[src/rtl/regfile_write_arbiter.sv]
// Round-robin arbiter sharing the register file write port among NREQ writeback sources.
// Optional REGFILE_CLEAR_EN adds a post-reset sequence that zeroes all 32 registers.
module regfile_write_arbiter #(
    parameter int unsigned NREQ = 2,
    parameter int unsigned AW   = 5,
    parameter int unsigned DW   = 32
) (
    input  logic              clk,
    input  logic              rst,
    input  logic [NREQ-1:0]    req_valid,
    input  logic [NREQ*AW-1:0] req_addr,
    input  logic [NREQ*DW-1:0] req_data,
    output logic [NREQ-1:0]    req_ready,
    output logic               rf_we,
    output logic [AW-1:0]      rf_wa,
    output logic [DW-1:0]      rf_wd,
    output logic               init_done,
    output logic               pend_valid
);

    localparam int unsigned PW = (NREQ > 1) ? $clog2(NREQ) : 1;
    localparam int unsigned CW = 5;

    typedef enum logic {
        ST_CLEAR = 1'b0,
        ST_RUN   = 1'b1
    } state_t;

`ifdef REGFILE_CLEAR_EN
    localparam state_t RST_STATE = ST_CLEAR;
`else
    localparam state_t RST_STATE = ST_RUN;
`endif

    state_t          state_q, state_d;
    logic [PW-1:0]   ptr_q, ptr_d;
    logic            rf_we_d;
    logic [AW-1:0]   rf_wa_d;
    logic [DW-1:0]   rf_wd_d;
    logic            accept_c;
    logic            arb_hit_c;
    logic [PW:0]     arb_idx_c;
    logic [PW-1:0]   win_c;
    logic [NREQ-1:0] grant_c;
    logic [AW-1:0]   win_addr_c;
    logic [DW-1:0]   win_data_c;
`ifdef REGFILE_CLEAR_EN
    logic [CW-1:0]   clr_cnt_q, clr_cnt_d;
`endif

    assign accept_c   = (state_q == ST_RUN) && !rst;
    assign req_ready  = grant_c;
    assign pend_valid = rf_we;
`ifdef REGFILE_CLEAR_EN
    assign init_done  = (state_q == ST_RUN);
`else
    assign init_done  = !rst;
`endif

    // First valid requester found scanning upward from the pointer, wrapping modulo NREQ.
    always_comb begin
        grant_c    = '0;
        win_c      = '0;
        win_addr_c = '0;
        win_data_c = '0;
        arb_hit_c  = 1'b0;
        arb_idx_c  = '0;
        for (int unsigned k = 0; k < NREQ; k++) begin
            arb_idx_c = {1'b0, ptr_q} + (PW+1)'(k);
            if (arb_idx_c >= (PW+1)'(NREQ)) begin
                arb_idx_c = arb_idx_c - (PW+1)'(NREQ);
            end
            for (int unsigned i = 0; i < NREQ; i++) begin
                if (accept_c && !arb_hit_c && req_valid[i] && (arb_idx_c == (PW+1)'(i))) begin
                    arb_hit_c  = 1'b1;
                    grant_c[i] = 1'b1;
                    win_c      = PW'(i);
                    win_addr_c = req_addr[i*AW +: AW];
                    win_data_c = req_data[i*DW +: DW];
                end
            end
        end
    end

    // Next state, pointer and write-port values.
    always_comb begin
        state_d = state_q;
        ptr_d   = ptr_q;
        rf_we_d = 1'b0;
        rf_wa_d = rf_wa;
        rf_wd_d = rf_wd;
`ifdef REGFILE_CLEAR_EN
        clr_cnt_d = clr_cnt_q;
`endif
        case (state_q)
            ST_CLEAR: begin
`ifdef REGFILE_CLEAR_EN
                // Leave once the write of the last register is on the port.
                if (rf_we && (rf_wa == AW'(31))) begin
                    state_d = ST_RUN;
                end else begin
                    rf_we_d   = 1'b1;
                    rf_wa_d   = AW'(clr_cnt_q);
                    rf_wd_d   = '0;
                    clr_cnt_d = clr_cnt_q + 1'b1;
                end
`else
                state_d = ST_RUN;
`endif
            end
            default: begin
                if (arb_hit_c) begin
                    ptr_d = (win_c == PW'(NREQ - 1)) ? '0 : win_c + 1'b1;
                    // Register 0 is hardwired to zero: accept the request but suppress the write.
                    if (win_addr_c != '0) begin
                        rf_we_d = 1'b1;
                        rf_wa_d = win_addr_c;
                        rf_wd_d = win_data_c;
                    end
                end
            end
        endcase
    end

    always_ff @(posedge clk or posedge rst) begin
        if (rst) begin
            state_q <= RST_STATE;
            ptr_q   <= '0;
            rf_we   <= 1'b0;
            rf_wa   <= '0;
            rf_wd   <= '0;
`ifdef REGFILE_CLEAR_EN
            clr_cnt_q <= '0;
`endif
        end else begin
            state_q <= state_d;
            ptr_q   <= ptr_d;
            rf_we   <= rf_we_d;
            rf_wa   <= rf_wa_d;
            rf_wd   <= rf_wd_d;
`ifdef REGFILE_CLEAR_EN
            clr_cnt_q <= clr_cnt_d;
`endif
        end
    end

endmodule

[config.mk]
export PLATFORM = sky130hd
export DESIGN_NAME = regfile_write_arbiter
export DESIGN_NICKNAME = d
export VERILOG_FILES = /design/src/rtl/regfile_write_arbiter.sv
export SDC_FILE = /design/constraint.sdc
export NUM_CORES = 1
export LEC_CHECK = 0
export BUFFER_PORTS_ARGS = -buffer_cell sky130_fd_sc_hd__buf_2
export CORE_ASPECT_RATIO = 0.7
export CORE_MARGIN = 4
export CORE_UTILIZATION = 38
export DETAILED_ROUTE_END_ITERATION = 10
export PLACE_DENSITY = 0.74
export SYNTH_ARGS = -nofsm -noshare
export SYNTH_HDL_FRONTEND = slang
export SYNTH_SLANG_ARGS = --single-unit
[constraint.sdc]
create_clock -name clk -period 2.3 [get_ports clk]
set_input_delay 0.23 -clock clk [delete_from_list [all_inputs] [get_ports clk]]
set_output_delay 0.23 -clock clk [all_outputs]
set_load 0.05 [all_outputs]
Word level (Yosys, flattened, before mapping):

Cells that the tools add are included.

* register bits: 39
* input port bits: 78
* word-level logic and storage cells: 53

* add/subtract/negate cells: 4
* order comparisons: 2
* mux-type cells: 22
* reduce and logical (&&, ||, !) cells: 19
* eq/ne operators: 2

Operator list (count)
* 2-to-1 mux 32 bit: 4
* 2-to-1 mux 5 bit: 4
* 2-to-1 mux 1 bit: 12
* logical AND 1 bit: 11
* nonzero test 5 bit: 1
* equality test 2 x 1 -> 1 bit (second input constant): 2
* zero test 1 bit: 4
* zero test 2 bit: 2
* 2-to-1 mux 2 bit: 2
* adder 1 x 1 -> 2 bit (second input constant): 1
* >= comparator 1 x 2 -> 1 bit (second input constant): 1
* >= comparator 2 bit (second input constant): 1
* AND reduction 2 bit: 1
* subtractor 1 x 2 -> 2 bit (second input constant): 1
* subtractor 2 bit (second input constant): 1
* adder 1 bit (second input constant): 1

Logic depth before layout (Yosys ltp):

Gate-level depths: netlist of run 1.

* depth after elaboration: 23
* mapped depth: 7
* depth with buffers taken out: 5

Worst setup path before layout of run 1:

OpenSTA, ideal clock, no wires.

* kind: in2reg
* start: input rst
* end: register rf_wd[10]
* cell stages on the path: 7
* data arrival time: 3.033 ns
* setup slack: -0.801 ns
* data required time: 2.232 ns
* cell sequence: buf_2 > inv_1 > and3_1 > clkbuf_1 > clkbuf_1 > a22o_1 > mux2_1

* cells in the longest elaborated chain, start to end: 21

Ends and longest elaborated chain
* start: declaration: line 9 `input logic rst,`
* zero test 1 bit (no source line) (*)
* via init_done: line 17 `output logic init_done,`
* logical AND 1 bit (2 in a row): line 74 `if (accept_c && !arb_hit_c && req_valid[i] && (arb_idx_c == (PW+1)'(i))) begin`
* 2-to-1 mux 1 bit: line 74
* zero test 1 bit: line 74
* logical AND 1 bit (3 in a row): line 74
* 2-to-1 mux 1 bit: line 74
* zero test 1 bit: line 74
* logical AND 1 bit (3 in a row): line 74
* 2-to-1 mux 1 bit: line 74
* zero test 1 bit: line 74
* logical AND 1 bit (3 in a row): line 74
* 2-to-1 mux 5 bit: line 74
* nonzero test 5 bit: line 115 `if (win_addr_c != '0) begin`
* AND reduction 2 bit (no source line)
* end signal: assignment: line 140 `rf_wd <= rf_wd_d;`
* end: declaration: line 16 `output logic [DW-1:0] rf_wd,`

The timed path passes the listed nets; every way through them passes the cells marked *.
A chain may end at the register's enable or synchronous reset.

Worst setup path after layout of run 1:

* start: register ptr_q
* end: register rf_wd[18]

* cells in the longest elaborated chain, start to end: 22

Ends and longest elaborated chain
* start: declaration: line 36 `logic [PW-1:0] ptr_q, ptr_d;`
* start signal: assignment: line 137 `ptr_q <= ptr_d;`
* subtractor 1 x 2 -> 2 bit or >= comparator 1 x 2 -> 1 bit (tied branches): line 71, 70
* 2-to-1 mux 2 bit: line 70 `if (arb_idx_c >= (PW+1)'(NREQ)) begin`
* zero test 2 bit: line 74
* logical AND 1 bit: line 74
* 2-to-1 mux 1 bit: line 74
* zero test 1 bit: line 74
* logical AND 1 bit (3 in a row): line 74
* 2-to-1 mux 1 bit: line 74
* zero test 1 bit: line 74
* logical AND 1 bit (3 in a row): line 74
* 2-to-1 mux 1 bit: line 74
* zero test 1 bit: line 74
* logical AND 1 bit (3 in a row): line 74
* 2-to-1 mux 5 bit: line 74
* nonzero test 5 bit: line 115
* AND reduction 2 bit (no source line)

Several ways; a longest one is shown, not always the timed one.

==> flow_summary.ini, run 1 <==
[grt]
antenna_found_initial = 0
grt_pass1_vias = 1611
grt_pass1_wl_mm = 7.75
grt_max_degree = 34
grtUsageTotal = 0.162
gr-total-overflow = 0

[place]
dp_hpwl_mm = 3.67
dpl_cell_area_sq_um = 2550
globalplace.congestion = 0.772
place_inst = 316
portBuffers = 119
dp_slack_ns = 0.237

[yosys]
synthTopCellsByCount = dfrtp_1 (39), a22o_1 (32), mux2_2 (18)
syn_nets = 217
async_flop_share = 1.00
synth_seq_area_share = 0.527
synthFlopType = dfrtp_1
synthTopCellsByArea = dfrtp_1 (53%), a22o_1 (15%), mux2_2 (11%)
synth_edf_count = 0
yosysWarnings = 0
yosys.area.top_type = dfrtp_1
synthDominantCellAreaShare = 0.527
synth.most_common_cell = dfrtp_1
netlist_area_sq_um = 1850
avgSynthCellArea_sq_um = 13.3
synthCells = 139
synth_cell_type_count = 20
ys_ff_latch = 39

[detailed_routing]
drc = 0
wl_per_cell_um = 14.7
routed_wl_mm = 4.78
ant_nets = 0
drt_iter0_drc = 19
via_per_inst = 4.89
num_vias = 1585
drt_first_pass_iters = 4

[floorplanning]
die_w_um = 91.5
start_util = 0.409
core-area_sq_um = 4530
dieHeight_um = 66.4
ioPinCount = 120
fp-row-count = 20
dieArea_sq_um = 6080

[final_layout]
final_cell_area_sq_um = 2650
n_fill_cell = 406
fin_nets = 335
diodes = 0
drive_gt1_frac = 0.632
multi_input_area_sq_um = 837
seq_area_sq_um = 976
area_growth_pct = 42.9
layout.cells.non_filler = 324

[sta]
finalCriticalPeriod_ns = 2.08
fin_worst_skew_ns = 0.00457
period_share = 0.902
holdWs_ns = 0.0536
hold_viol = 0
worst_pin_slew_ns = 0.365
relSlewSlack = 0.756
rsz0062_at_grt = no
setup_ws_ns = 0.224
setup_viol = 0
max_freq_mhz = 482
final-max-slew-violation-count = 0

[clock_tree]
cts_hold_buf = 0
cts_made_buffers = 5
clk_latency_ns = 0.29
cts_buffer_depth = 2
cts_root_buf = clkbuf_8
cts_resized = 0
cts_tree = done
cts.clk_slew.worst_paths_ns = 0.07
post_cts_buffers = 0
cts.sinks = 39
htree_levels = 2

[worst_setup_path]
path_class = reg -> reg
startpoint_type = flip-flop
critical_path_peak_fanout = 17
slowest_stage = dfrtp_1
cp_cell_sequence = nand2b_1 > a32oi_1 > a21oi_1 > nor3_4 > buf_4 > mux2_1
end_kind = flip-flop
cp_slowest_stage_delay_ns = 0.41
worstPathRequired_ns = 2.47
arrival_ns = 2.25

[power_and_ir_drop]
p_int_uw = 1350
pwr-share-seq = 0.380
ir_worst_vdd_v = 0.000550
pwr-share-comb = 0.398
p_clk_frac = 0.223
p_switching_uw = 876
power_switching_share = 0.393
leakage_uw = 0.00145
finalPower_uw = 2230
p_per_area_nw_per_um2 = 841

[job]
drv_cap = 0

[hold_path]
hold_class = in -> async

[status]
status = completed
registers in the layout (all words and copies together), names as in the netlist:
register	count
pend_valid	1
ptr_q	1
rf_wa	5
rf_wd	32
worst paths after layout:
path	start	endpoint	slack (ns)	depth (start not counted)
worst max-delay path	ptr_q	rf_wd[18]	0.22	6
worst min-delay path	rst	ptr_q	0.05	3
worst max register to register	ptr_q	rf_wd[18]	0.22	6
worst min register to register	rf_wa[0]	rf_wa[0]	0.49	1
max in group asynchronous	rst	rf_wd[6]	1.96	3
min in group clk	rst	rf_wa[0]	0.24	2
worst max-delay path, delay by kind of cell (launching register included):
kind / cells / cell delay, ns
buffers and inverters: 1 / 0.31
AO/OA/AOI/OAI: 2 / 0.42
AND/OR/NAND/NOR: 2 / 0.44
flip-flops: 1 / 0.41
multiplexers: 1 / 0.36
power groups by stage:
stage	Clock (uW)	Sequential [uW]	Combinational (uW)
final	497	845	886
after global routing	547	861	936
after CTS	517	846	896
after detailed placement	0	858	893
after global placement	0	853	888
after floorplan	0	1220	311
cell families (layout without fill, tap and decap cells):
logic type,count (synthesis),in the layout,synth area share
compound gates,47,47,0.215
mux,32,32,0.194
simple gates,5,5,0.0176
buf+inv,16,135,0.0459
flops,39,39,0.527
layout by cell type (no fill, tap or decap), drive strengths merged:
| master | n |
|---|---|
| a21oi | 3 |
| clkbuf | 8 |
| mux2 | 32 |
| a22o | 32 |
| nand2b | 1 |
| a21boi | 1 |
| and3 | 1 |
| clkinvlp | 1 |
| and2 | 1 |
| a32oi | 5 |
| nor3 | 1 |
| a31oi | 1 |
| a21o | 1 |
| inv | 1 |
| dfrtp | 39 |
| nor2 | 1 |
| o2bb2ai | 4 |
| buf | 125 |
metal layers:
layer	up-vias	share of wire	track usage
met1	725	0.43	0.196
met3	8	0.11	0.0626
li1	772	-	-
met5	-	0	0
met2	80	0.45	0.264
met4	0	0.013	0.0564
stage by stage:
stage / utilization / TNS (ns)
detailed placement: 0.562 / 0
CTS: 0.585 / 0
global placement: 0.562 / 0
finish: 0.585 / 0
floorplan: - / -4.12
global route: 0.585 / 0
final cells by class:
type	count	share of cell area
Sequential cell	39	0.369
Multi-Input combinational cell	84	0.316
Timing Repair Buffer	125	0.242
Clock buffer	8	0.0378
Tap cell	66	0.0312
Inverter	2	0.00425
No activity file was read; power rests on OpenSTA's default activity.
==> run 2, diff against run 1 <==
- BUFFER_PORTS_ARGS: -buffer_cell sky130_fd_sc_hd__buf_2 -> -buffer_cell sky130_fd_sc_hd__buf_4
==> run 2 against run 1 <==
Clock skew barely moved. Global-route usage rose by 0.32 points. Combinational power rose by 13%. Largest cell class unchanged. Highest routed layer unchanged. Count of clock-buffer cells in the layout fell by 2. Sequential share of layout area fell by 3.8 points. Routed wire length rose by 4.2%. Critical path depth did not move. Register-to-register slack barely moved. Largest power group unchanged. Final cell count fell by 0.31%. Non-clock buffer count did not move. Power rose by 3.3%. Maximum frequency rose by 0.41%.
==> flow_summary.ini, run 2 (synthesized netlist as in run 1, its figures left out) <==
[detailed_routing]
drt_iter0_drc = 43
via_per_inst = 5.00
routed_wl_mm = 4.98
drc = 0
wl_per_cell_um = 15.4
num_vias = 1614
drt_first_pass_iters = 4
ant_nets = 0

[final_layout]
largest_reg_flops = 32
top_register = rf_wd
drive_gt1_frac = 0.634
mostFrequentLayoutCell = buf_4
seq_area_sq_um = 976
fin_util = 0.651
area_growth_pct = 59.1
diodes = 0
reg_top3 = rf_wd: 32 flops, rf_wa: 5 flops
mostFrequentLayoutCells = buf_4 (123), dfrtp_1 (39), a22o_1 (32), mux2_2 (18), mux2_4 (9)
fin_nets = 335
multi_input_area_sq_um = 837
n_fill_cell = 353

[sta]
hold_viol = 0
max_freq_mhz = 484
holdWs_ns = 0.0418
setup_ws_ns = 0.233
period_share = 0.899
worst_pin_slew_ns = 0.357
tns_ns = 0
relSlewSlack = 0.762
rsz0062_at_grt = no
final-max-slew-violation-count = 0
fin_worst_skew_ns = 0.00471
finalCriticalPeriod_ns = 2.07
setup_viol = 0

[worst_setup_path]
arrival_ns = 2.23
worstSetupEndpoint = rf_wd[18]
startpoint_type = flip-flop
r2r-end = rf_wd[18]
reg2reg_depth = 6
critical_path_peak_fanout = 14
end_kind = flip-flop
path_class = reg -> reg
worstPathRequired_ns = 2.46
reg2reg_from = ptr_q
reg2reg_slack_ns = 0.23
crit_path_start = ptr_q

[clock_tree]
cts.sinks = 39
cts.clk_slew.worst_paths_ns = 0.07
post_cts_buffers = 0
cts_tree = done
htree_levels = 2
clk_latency_ns = 0.28
cts_buffer_depth = 2
cts_made_buffers = 5
cts_root_buf = clkbuf_8

[power_and_ir_drop]
p_int_uw = 1420
finalPower_uw = 2300
p_per_area_nw_per_um2 = 780
p_clk_frac = 0.194
leakage_uw = 0.00153
power_switching_share = 0.382
pwr-share-seq = 0.369
p_switching_uw = 878
pwr-share-comb = 0.436
ir_worst_vdd_v = 0.000362

[grt]
grt_pass1_wl_mm = 7.94
grtUsageTotal = 0.165
grt_max_degree = 34
antenna_found_initial = 0
gr-total-overflow = 0
grt_pass1_vias = 1667

[floorplanning]
fp-row-count = 20
ioPinCount = 120
die_w_um = 91.5
dieArea_sq_um = 6080
core-area_sq_um = 4530
start_util = 0.409
dieHeight_um = 66.4

[place]
dp_hpwl_mm = 3.93
dp_slack_ns = 0.180
portBuffers = 119
globalplace.congestion = 0.802

[job]
drv_cap = 0

[hold_path]
hold_class = in -> async

[status]
status = completed
run 2: changes by cell type in the layout (fill, tap and decap cells not counted), sizes merged:
cell,previous run,this run
clkinv,0,1
clkbuf,8,6
run 2: area by class of cell:
type	instances	area share
Clock inverter	1	0.00170
Tap cell	66	0.0280
Clock buffer	6	0.0280
Timing Repair Buffer	125	0.324
Multi-Input combinational cell	84	0.284
Inverter	2	0.00382
Sequential cell	39	0.331
run 2: how the worst min path moves through the flow:
stage | to | slack, ns | start | depth (start not counted)
final | rf_wd[14] | 0.04 | rst | 3
after global routing | rf_wd[14] | 0.06 | rst | 3
after CTS | rf_wd[14] | 0.04 | rst | 3
after detailed placement | ptr_q | 0.35 | rst | 3
after global placement | ptr_q | 0.34 | rst | 3
after floorplan | ptr_q | 0.34 | req_valid[1] | 1
run 2: critical path, cell delays in order, from the launching register on:
cell	delay (ns)
dfrtp_1	0.42
nand2b_1	0.25
a32oi_1	0.29
a21oi_1	0.14
nor3_4	0.27
buf_6	0.24
mux2_1	0.34
run 2: timing repair:
| item | CTS | global route |
|---|---|---|
| hold buffers | 0 | 0 |
| hold endpoints to repair | 0 | 0 |
| endpoints found under the setup margin | 0 | 1 |
| resized for setup | 0 | 1 |
run 2: routing by layer:
metal  routed length, um  track usage  part of all wire  up-vias
met1                2080        0.202              0.42      765
met4                  17       0.0338            0.0034        0
met5                   0            0                 0        -
met3                 626       0.0751              0.13        2
met2                2260        0.269              0.45       77
li1                    -            -                 -      770
run 2: metrics by stage:
| step | instance area (sq um) | std cells |
|---|---|---|
| 2_1_floorplan | 1960 | 139 |
| 3_3_place_gp | 2860 | 316 |
| 3_5_place_dp | 2860 | 316 |
| 4_1_cts | 2950 | 323 |
| 5_1_grt | 2950 | 323 |
| 6_report | 2950 | 323 |
run 2: power by group through the flow:
stage                     Clock (uW)  Combinational (uW)  Sequential (uW)
after floorplan                    0                 311             1220
after global placement             0                1000              862
after detailed placement           0                1010              863
after CTS                        462                1010              851
after global routing             500                1050              866
final                            447                1000              850
==> run 3, diff against run 2 <==
- CORE_UTILIZATION: 38 -> 40
- CTS_CLUSTER_DIAMETER: default -> 200
- clock period: 2.3 -> 2.09 ns (I/O delays scaled with it)
==> run 3 against run 2 <==
Combinational power grew 12%. Non-clock buffer count is 1 higher. Via count rose by 1.4%. Sequential cell count stayed put. First-iteration DRC count rose by 51%. Highest routed layer unchanged. Largest cell class unchanged. Critical endpoint is now rf_wd[30]. Final cell count fell by 2.8%. Global-route usage up 1.4 points. Count of clock-buffer cells in the layout rose by 2.
==> flow_summary.ini, run 3 (synthesized netlist as in run 1, its figures left out) <==
[sta]
setup_ws_ns = 0.0928
fin_worst_skew_ns = 0.00374
hold_viol = 0
period_share = 0.956
finalCriticalPeriod_ns = 2.00
max_freq_mhz = 501
worst_pin_slew_ns = 0.356
relSlewSlack = 0.763
rsz0062_at_grt = no
tns_ns = 0
final-max-slew-violation-count = 0
setup_viol = 0

[worst_setup_path]
startpoint_type = flip-flop
reg2reg_depth = 6
worstPathRequired_ns = 2.25
r2r-end = rf_wd[30]
path_class = reg -> reg
cp_slowest_stage_delay_ns = 0.38
slowest_stage = dfrtp_1
critical_path_peak_fanout = 23
arrival_ns = 2.16
cp_cell_sequence = nand2b_2 > a32oi_1 > a21oi_1 > nor3_4 > buf_12 > mux2_2
end_kind = flip-flop
reg2reg_from = ptr_q
reg2reg_slack_ns = 0.09

[clock_tree]
cts_root_buf = clkbuf_8
cts.sinks = 39
cts_buffer_depth = 2
cts_made_buffers = 5
cts.clk_slew.worst_paths_ns = 0.07
cts_tree = done
htree_levels = 2
clk_latency_ns = 0.28

[power_and_ir_drop]
leakage_uw = 0.00155
power_switching_share = 0.376
p_per_area_nw_per_um2 = 872
pwr-share-seq = 0.361
finalPower_uw = 2590
p_clk_frac = 0.208
p_switching_uw = 976
p_int_uw = 1620
pwr-share-comb = 0.431
ir_worst_vdd_v = 0.000488

[grt]
grt_pass1_wl_mm = 8.07
grt_max_degree = 34
antenna_found_initial = 0
gr-total-overflow = 0
grt_pass1_vias = 1734
grtUsageTotal = 0.179

[place]
globalplace.congestion = 0.789
dp_hpwl_mm = 3.91
dp_slack_ns = 0.0829
portBuffers = 119

[final_layout]
n_fill_cell = 356
top_register = rf_wd
multi_input_area_sq_um = 847
diodes = 0
mostFrequentLayoutCell = buf_4
drive_gt1_frac = 0.641
mostFrequentLayoutCells = buf_4 (124), dfrtp_1 (39), a22o_1 (32), mux2_2 (18), mux2_4 (9)
reg_top3 = rf_wd: 32 flops, rf_wa: 5 flops
area_growth_pct = 60.5
seq_area_sq_um = 976
largest_reg_flops = 32
fin_nets = 336

[floorplanning]
start_util = 0.421
core-area_sq_um = 4400
dieArea_sq_um = 5800
die_w_um = 89.4
fp-row-count = 20
dieHeight_um = 64.9
ioPinCount = 120

[status]
status = completed

[detailed_routing]
wl_per_cell_um = 16.1
routed_wl_mm = 5.04
num_vias = 1636
drt_first_pass_iters = 4
drt_iter0_drc = 65
ant_nets = 0
drc = 0
via_per_inst = 5.21

[hold_path]
hold_class = in -> async

[job]
drv_cap = 0
[run 3: changes by cell type in the layout (fill, tap and decap cells not counted)]
cell / delta
clkinv_2: -1
buf_4: +1
nand2b_2: +1
buf_6: -1
a32oi_2: +1
clkbuf_8: +1
nand2b_1: -1
a32oi_1: -1
clkbuf_1: +1
buf_12: +1
[run 3: final cells by class]
type,instances,share of cell area
tap,55,0.0231
sequential,39,0.328
multi-input combinational,84,0.285
clock buffer,8,0.0337
timing repair buffer,126,0.326
inverter,2,0.00379
[run 3: per-stage QoR]
stage	instances	area (sq um)	utilization	hold WS (ns)
floorplan	139	1960	-	0.318
global placement	306	2860	0.650	0.308
detailed placement	306	2860	0.650	0.315
CTS	314	2960	0.673	0.00598
global route	314	2970	0.675	0.0197
finish	314	2970	0.675	0.00970
[run 3: how the worst max path moves through the flow]
stage	from	end	depth (start not counted)
after floorplan	rst	rf_wd[12]	7
after global placement	ptr_q	rf_wd[26]	6
after detailed placement	ptr_q	rf_wd[30]	6
after CTS	ptr_q	rf_wd[30]	6
after global routing	ptr_q	rf_wd[30]	6
final	ptr_q	rf_wd[30]	6
[run 3: timing repair]
| action | 4_1_cts | 5_1_grt |
|---|---|---|
| gates resized for setup | 0 | 2 |
| endpoints found under the setup margin | 0 | 20 |
| setup buffers | 0 | 0 |
| hold buffers | 0 | 0 |
| endpoints found under the hold margin | 0 | 0 |
[run 3: per-layer routing]
| layer | vias up | track usage | part of all wire | wire (um) |
|---|---|---|---|---|
| met4 | 0 | 0.0372 | 0.0087 | 44 |
| met2 | 79 | 0.293 | 0.45 | 2280 |
| li1 | 771 | - | - | - |
| met3 | 6 | 0.0699 | 0.12 | 613 |
| met5 | - | 0 | 0 | 0 |
| met1 | 780 | 0.225 | 0.42 | 2100 |
[run 3: worst max-delay path, delay by kind of cell (launching register included)]
kind | cells | cell delay [ns]
AOI/OAI and AO/OA | 2 | 0.41
and+or+nand+nor | 2 | 0.51
muxes | 1 | 0.35
DFF | 1 | 0.38
buffers and inverters | 1 | 0.22
[run 3: power by group through the flow]
stage                     clock network [uW]  registers (uW)  logic (uW)
after floorplan                            0            1350         342
after global placement                     0             943        1110
after detailed placement                   0             949        1130
after CTS                                558             937        1130
after global routing                     592             952        1180
final                                    539             937        1120
